===== src/rtl/hevc_ref_row_fetcher.sv =====
// Fetches a 15x15 reference window for the subpixel interpolator from byte-wide frame memory and
// serves it row by row. Edge-pixel replication is built when HEVC_FETCH_EDGE_CLAMP_EN is defined.
module hevc_ref_row_fetcher #(
    parameter int unsigned PIX_W   = 8,
    parameter int unsigned WIN     = 15,
    parameter int unsigned ADDR_W  = 20,
    parameter int unsigned CRD_W   = 12,
    parameter int unsigned MAX_OUT = 4
) (
    input  logic                 clk,
    input  logic                 rst,
    input  logic                 start,
    input  logic [CRD_W-1:0]     org_x,
    input  logic [CRD_W-1:0]     org_y,
    input  logic [CRD_W-1:0]     frame_w,
    input  logic [CRD_W-1:0]     frame_h,
    input  logic [ADDR_W-1:0]    base_addr,
    output logic                 mem_rd_en,
    output logic [ADDR_W-1:0]    mem_addr,
    input  logic                 mem_gnt,
    input  logic                 mem_rvalid,
    input  logic [PIX_W-1:0]     mem_rdata,
    input  logic [7:0]           next_row,
    output logic [WIN*PIX_W-1:0] in_row,
    output logic                 win_valid,
    output logic                 busy,
    output logic                 done
);
    localparam int unsigned CW = $clog2(WIN);
    localparam int unsigned OW = $clog2(MAX_OUT + 1);
    localparam logic [CW-1:0] LAST = CW'(WIN - 1);

    typedef enum logic [1:0] {S_IDLE, S_FETCH, S_DRAIN, S_READY} state_t;
    state_t state_q, state_d;

    logic [CRD_W-1:0]  ox_q, ox_d, oy_q, oy_d, fw_q, fw_d, fh_q, fh_d;
    logic [ADDR_W-1:0] base_q, base_d;
    logic [CW-1:0]     rq_row_q, rq_row_d, rq_col_q, rq_col_d;
    logic [CW-1:0]     wr_row_q, wr_row_d, wr_col_q, wr_col_d;
    logic [OW-1:0]     outs_q, outs_d;
    logic              done_q, done_d;
    logic [WIN*PIX_W-1:0] rows_q [WIN];

    logic [CRD_W:0]    x_raw, y_raw;
    logic [CRD_W-1:0]  xc, yc;
    logic              x_neg, x_hi, y_neg, y_hi;
    logic [ADDR_W-1:0] addr;
    logic              fetching, rsp, room, req_ok, skip, grant, issue, wr_en;
    logic [PIX_W-1:0]  wr_data;

    // One extra bit keeps the sign of origin + offset for the edge tests.
    assign x_raw = {ox_q[CRD_W-1], ox_q} + (CRD_W+1)'(rq_col_q);
    assign y_raw = {oy_q[CRD_W-1], oy_q} + (CRD_W+1)'(rq_row_q);
    assign x_neg = x_raw[CRD_W];
    assign y_neg = y_raw[CRD_W];
    assign x_hi  = !x_neg && (x_raw[CRD_W-1:0] >= fw_q);
    assign y_hi  = !y_neg && (y_raw[CRD_W-1:0] >= fh_q);
    assign xc    = x_neg ? '0 : (x_hi ? fw_q - 1'b1 : x_raw[CRD_W-1:0]);
    assign yc    = y_neg ? '0 : (y_hi ? fh_q - 1'b1 : y_raw[CRD_W-1:0]);
    assign addr  = base_q + ADDR_W'(yc) * ADDR_W'(fw_q) + ADDR_W'(xc);

    assign fetching = (state_q == S_FETCH);
    assign rsp      = mem_rvalid && (state_q == S_FETCH || state_q == S_DRAIN);
    assign room     = (outs_q < OW'(MAX_OUT)) || rsp;

`ifdef HEVC_FETCH_EDGE_CLAMP_EN
    assign req_ok = 1'b1;
    assign skip   = 1'b0;
`else
    // An out-of-frame pixel waits until nothing is in flight so its zero lands in raster order.
    assign req_ok = !(x_neg || x_hi || y_neg || y_hi);
    assign skip   = fetching && !req_ok && (outs_q == '0);
`endif

    assign mem_rd_en = fetching && req_ok && room;
    assign mem_addr  = fetching ? addr : '0;
    assign grant     = mem_rd_en && mem_gnt;
    assign issue     = grant || skip;
    assign wr_en     = rsp || skip;
    assign wr_data   = rsp ? mem_rdata : '0;

    assign win_valid = (state_q == S_READY);
    assign busy      = (state_q == S_FETCH) || (state_q == S_DRAIN);
    assign done      = done_q;
    assign in_row    = (next_row < 8'(WIN)) ? rows_q[next_row[CW-1:0]] : '0;

    always_ff @(posedge clk) begin
        if (rst) begin
            state_q  <= S_IDLE;
            ox_q     <= '0;
            oy_q     <= '0;
            fw_q     <= '0;
            fh_q     <= '0;
            base_q   <= '0;
            rq_row_q <= '0;
            rq_col_q <= '0;
            wr_row_q <= '0;
            wr_col_q <= '0;
            outs_q   <= '0;
            done_q   <= 1'b0;
        end else begin
            state_q  <= state_d;
            ox_q     <= ox_d;
            oy_q     <= oy_d;
            fw_q     <= fw_d;
            fh_q     <= fh_d;
            base_q   <= base_d;
            rq_row_q <= rq_row_d;
            rq_col_q <= rq_col_d;
            wr_row_q <= wr_row_d;
            wr_col_q <= wr_col_d;
            outs_q   <= outs_d;
            done_q   <= done_d;
        end
    end

    always_ff @(posedge clk) begin
        if (wr_en) begin
            rows_q[wr_row_q][32'(wr_col_q) * PIX_W +: PIX_W] <= wr_data;
        end
    end

    always_comb begin
        state_d  = state_q;
        ox_d     = ox_q;
        oy_d     = oy_q;
        fw_d     = fw_q;
        fh_d     = fh_q;
        base_d   = base_q;
        rq_row_d = rq_row_q;
        rq_col_d = rq_col_q;
        wr_row_d = wr_row_q;
        wr_col_d = wr_col_q;
        done_d   = 1'b0;
        outs_d   = outs_q + OW'(grant) - OW'(rsp);

        if (start && (state_q == S_IDLE || state_q == S_READY)) begin
            ox_d     = org_x;
            oy_d     = org_y;
            fw_d     = frame_w;
            fh_d     = frame_h;
            base_d   = base_addr;
            rq_row_d = '0;
            rq_col_d = '0;
            wr_row_d = '0;
            wr_col_d = '0;
            state_d  = S_FETCH;
        end

        if (issue) begin
            if (rq_col_q == LAST) begin
                rq_col_d = '0;
                rq_row_d = rq_row_q + 1'b1;
                if (rq_row_q == LAST) state_d = S_DRAIN;
            end else begin
                rq_col_d = rq_col_q + 1'b1;
            end
        end

        // Last write wins over last issue so a final zero-fill goes straight to READY.
        if (wr_en) begin
            if (wr_col_q == LAST) begin
                wr_col_d = '0;
                wr_row_d = wr_row_q + 1'b1;
                if (wr_row_q == LAST) begin
                    state_d = S_READY;
                    done_d  = 1'b1;
                end
            end else begin
                wr_col_d = wr_col_q + 1'b1;
            end
        end
    end
endmodule


===== config.mk =====
export PLATFORM = sky130hd
export DESIGN_NAME = hevc_ref_row_fetcher
export DESIGN_NICKNAME = d
export VERILOG_FILES = /design/src/rtl/hevc_ref_row_fetcher.sv
export SDC_FILE = /design/constraint.sdc
export NUM_CORES = 2
export LEC_CHECK = 0
export CAP_MARGIN = 20
export CORE_AREA = 4 4 409 411
export CTS_CLUSTER_SIZE = 24
export DETAILED_ROUTE_END_ITERATION = 8
export DIE_AREA = 0 0 413 415
export HOLD_SLACK_MARGIN = 0.1
export PLACE_DENSITY = 0.66
export SLEW_MARGIN = 5
export SYNTH_ARGS = -nofsm -noshare
export SYNTH_HDL_FRONTEND = slang
export SYNTH_SLANG_ARGS = --single-unit

===== constraint.sdc =====
create_clock -name clk -period 17.42 [get_ports clk]
set_input_delay 5.226 -clock clk [delete_from_list [all_inputs] [get_ports clk]]
set_output_delay 5.226 -clock clk [all_outputs]
set_load 0.03 [all_outputs]

==> impl_metrics.csv <==
group,metric,value,unit
status,run_status,"complete, no violations",
drt,drtIter0Drc,5008,
power,pwr_density_cell,107,nW/µm²
placement,gp_routability_congestion,0.867,
global_route,grt.total_usage,0.242,
die,die-width,413,µm
logic_synthesis,synth_async_sr_flop_share,0,
setup_path,cpPeakStageDelay,700,ps
drt,routed-via-count,44146,
cts,cts.reportedPaths.clkPinSlew,60,ps
logic_synthesis,synthesis.area_per_instance,17.1,µm²
placement,hpwl_after_detailed_placement,133000,µm
die,die_height,415,µm
setup_path,regToRegEndpoint,"rows_q[3][49]",
logic_synthesis,synthFlopType,"sky130_fd_sc_hd__edfxtp_1",
setup_path,timing.critical_path.from_type,"flop",
global_route,pin_count_of_the_biggest_net_entering_global_routing,134,
logic_synthesis,syn_warnings,0,
timing,final_period_minus_worst_setup_slack,16840,ps
timing,slew-limit-headroom,0.165,
logic_synthesis,synthesized_nets,5084,
cts,cts_post_setup_buffers_inserted,0,
logic_synthesis,synth_seq_cells,1890,
timing,grt_setup_unrepaired,"no",
logic_synthesis,synth_cells,4760,
global_route,grt_antenna_before_repair,16,
placement,placed_instances,6975,
setup_path,library_cell_appearing_most_often_on_the_critical_path,"sky130_fd_sc_hd__fa_1",
cts,cts_tree,"yes",
global_route,via_count_of_the_first_global_routing_pass,43096,
timing,timing.final.hold_violations,0,
die,initial_utilization,0.495,
power,vdd.ir_drop.worst,109,µV
setup_path,crit_arrival,11610,ps
timing,fin_crit_sh,0.967,
cts,holdBufCountCts,0,
drt,drcViolationCount,0,
power,p_clk_frac,0.411,
setup_path,worst_setup_path_endpoint,"mem_addr[19]",
setup_path,worstRegToRegCells,20,
timing,worst_pin_slew,1250,ps
worst_hold_path,holdCritPathClass,"reg -> reg",
cts,total_clock_buffers_created_by_cts,189,
timing,finalMaxSlewViolations,0,
power,pwr-share-comb,0.089,
timing,clock-skew-final,37.4,ps
setup_path,cp_slowest_cell,"sky130_fd_sc_hd__clkdlybuf4s50_1",
global_route,grt_first_pass_wirelength,301000,µm
final_layout,layout-area-overhead-vs-synth,13.6,%
placement,port_buffers,232,
drt,detail_route.first_pass.iterations,7,
setup_path,regToRegStartpoint,"rq_col_q[0]",
power,power_report.internal_total,7.59,mW
drt,drt_wl_total,208000,µm
drt,detail-route-antenna-nets,0,
logic_synthesis,synth_edf_count,1800,
cts,cts_resized,0,
power,netSwitchingPower,2.28,mW
setup_path,endpoint_kind,"primary output",
power,p_leak,32.6,nW
timing,setup_viol_count_final,0,
setup_path,timing.critical_path.fanout_max,18,
timing,clock.fmax,0.0594,GHz
cts,cts_buffer_depth,3,
cts,numClockSinks,1890,
timing,hold_slack,451,ps
final_layout,final_nets,5326,
cts,cts_root_buffer,"sky130_fd_sc_hd__clkbuf_16",
drt,routed_wire_length_per_instance,28.2,µm
cts,count_of_h_tree_levels_built_during_cts,4,
setup_path,timing.reg2reg.setup_slack,11280,ps
power,sw_frac_of_total,0.231,
timing,finalWorstSetupSlack,579,ps
die,io-pin-count,233,
logic_synthesis,synthDistinctLibCells,67,
power,finalPower,9.87,mW
global_route,grt.overflow.total,0,
placement,dp_slack,1420,ps
logic_synthesis,ys_seq_area_frac,0.688,
drt,post_drt_via_cell_ratio,6.00,
power,power.share.sequential,0.500,
setup_path,worstSetupPathType,"reg -> out",
final_layout,final_cell_count_no_fill,7357,
final_layout,post_route_cells_drive_above_1_share,0.165,
die,design.core.area,164000,µm²
die,die_area,171000,µm²
logic_synthesis,syn_area,81200,µm²
cts,clk-insertion-delay-late,850,ps
setup_path,critical_path.startpoint,"rq_row_q[0]",
die,floorplan_row_count,149,
setup_path,timing.critical_path.required,12190,ps
job,drv_cap,0,
timing,fin_tns_setup,0,ps
-- per-layer routing --
metal | up-vias | wire length, µm | global-route usage
li1 | 18775 | - | -
met1 | 22920 | 82200 | 0.342
met2 | 2069 | 98800 | 0.373
met3 | 368 | 19800 | 0.0586
met4 | 14 | 6900 | 0.0810
met5 | - | 128 | 0.00254
-- how the worst min path moves through the flow --
stage	cells after the start	from	endpoint
2_1_floorplan	2	base_q[10]	base_q[10]
3_3_place_gp	2	base_q[18]	base_q[18]
3_5_place_dp	2	base_q[7]	base_q[7]
4_1_cts	2	base_q[7]	base_q[7]
5_1_grt	2	base_q[7]	base_q[7]
6_report	2	base_q[18]	base_q[18]
-- final cells by class --
class	instances	area [µm²]
Fill cell	12653	71800
Sequential cell	1890	55900
Multi-Input combinational cell	2411	23700
Clock buffer	239	4980
Timing Repair Buffer	310	3110
Tap cell	2189	2740
Clock inverter	111	1190
Inverter	200	751
Antenna cell	7	17.5
-- cells by family after synthesis --
| logic type | synth area share |
|---|---|
| flip-flops | 0.688 |
| multiplexers | 0.149 |
| buffers and inverters | 0.0216 |
| adder cells (fa/ha/maj) | 0.0477 |
| XOR/XNOR | 0.00661 |
| AND/OR/NAND/NOR | 0.0644 |
| AO/OA/AOI/OAI | 0.0234 |
-- metrics by stage --
step | instance area (µm²) | utilization
final | 92300 | 0.563
after global routing | 92300 | 0.563
after CTS | 92000 | 0.561
after detailed placement | 85900 | 0.523
after global placement | 85800 | 0.523
after floorplan | 81200 | -
-- power groups by stage --
| stage | Combinational (mW) | Sequential, mW | Clock, mW |
|---|---|---|---|
| 3_5_place_dp | 0.880 | 5.03 | 0 |
| 2_1_floorplan | 0.631 | 5.02 | 0 |
| 4_1_cts | 0.885 | 4.94 | 4.10 |
| 3_3_place_gp | 0.874 | 5.03 | 0 |
| 5_1_grt | 0.971 | 4.93 | 4.30 |
| 6_report | 0.881 | 4.94 | 4.05 |
-- registers in the layout (all words and copies together) (netlist names), 2 cells and up --
register,cells
rq_col_q,4
fh_q,12
oy_q,12
outs_q,3
rows_q,1800
fw_q,12
ox_q,12
wr_row_q,4
rq_row_q,4
base_q,20
state_q,2
wr_col_q,4
-- cell usage after synthesis (all sizes together), types with 13 or more instances --
cell type	count	area, µm²
clkbuf	189	709
nor2	414	1550
fa	125	2500
nand3	84	420
nor2b	128	801
nor3	76	380
buf	70	294
mux2i	125	1250
and2	15	96.3
edfxtp	1800	54100
inv	196	736
xor2	16	140
mux4	480	10800
a211oi	13	97.6
xnor2	40	350
o21ai	139	707
a21oi	102	510
ha	110	1380
dfxtp	90	1800
nand2	399	1500
-- cell usage in the layout (no fill, tap or decap), drive strengths merged, types with 12 or more instances in the layout --
cell / n
dfxtp: 90
and3: 12
clkinv: 83
and2: 15
a21oi: 102
mux4: 480
xor2: 16
nand2: 399
mux2i: 125
nor4: 12
clkdlybuf4s50: 227
clkbuf: 241
nor3: 76
nand2b: 12
a31oi: 12
o21ai: 139
inv: 205
fa: 125
nand3: 84
a211oi: 13
nor2: 414
xnor2: 40
bufinv: 19
a21o: 12
ha: 110
edfxtp: 1800
nor2b: 128
buf: 81
-- worst max-delay path: cells and delay by family (launching register included) --
family	cells	cell delay, ps
xor gates and xnor gates	1	180
DFF	1	390
buffers and inverters	6	960
and+or+nand+nor	7	1700
adders and majority gates	10	4270
AOI/OAI and AO/OA	11	3270
Power figures use the tool's default switching activity.
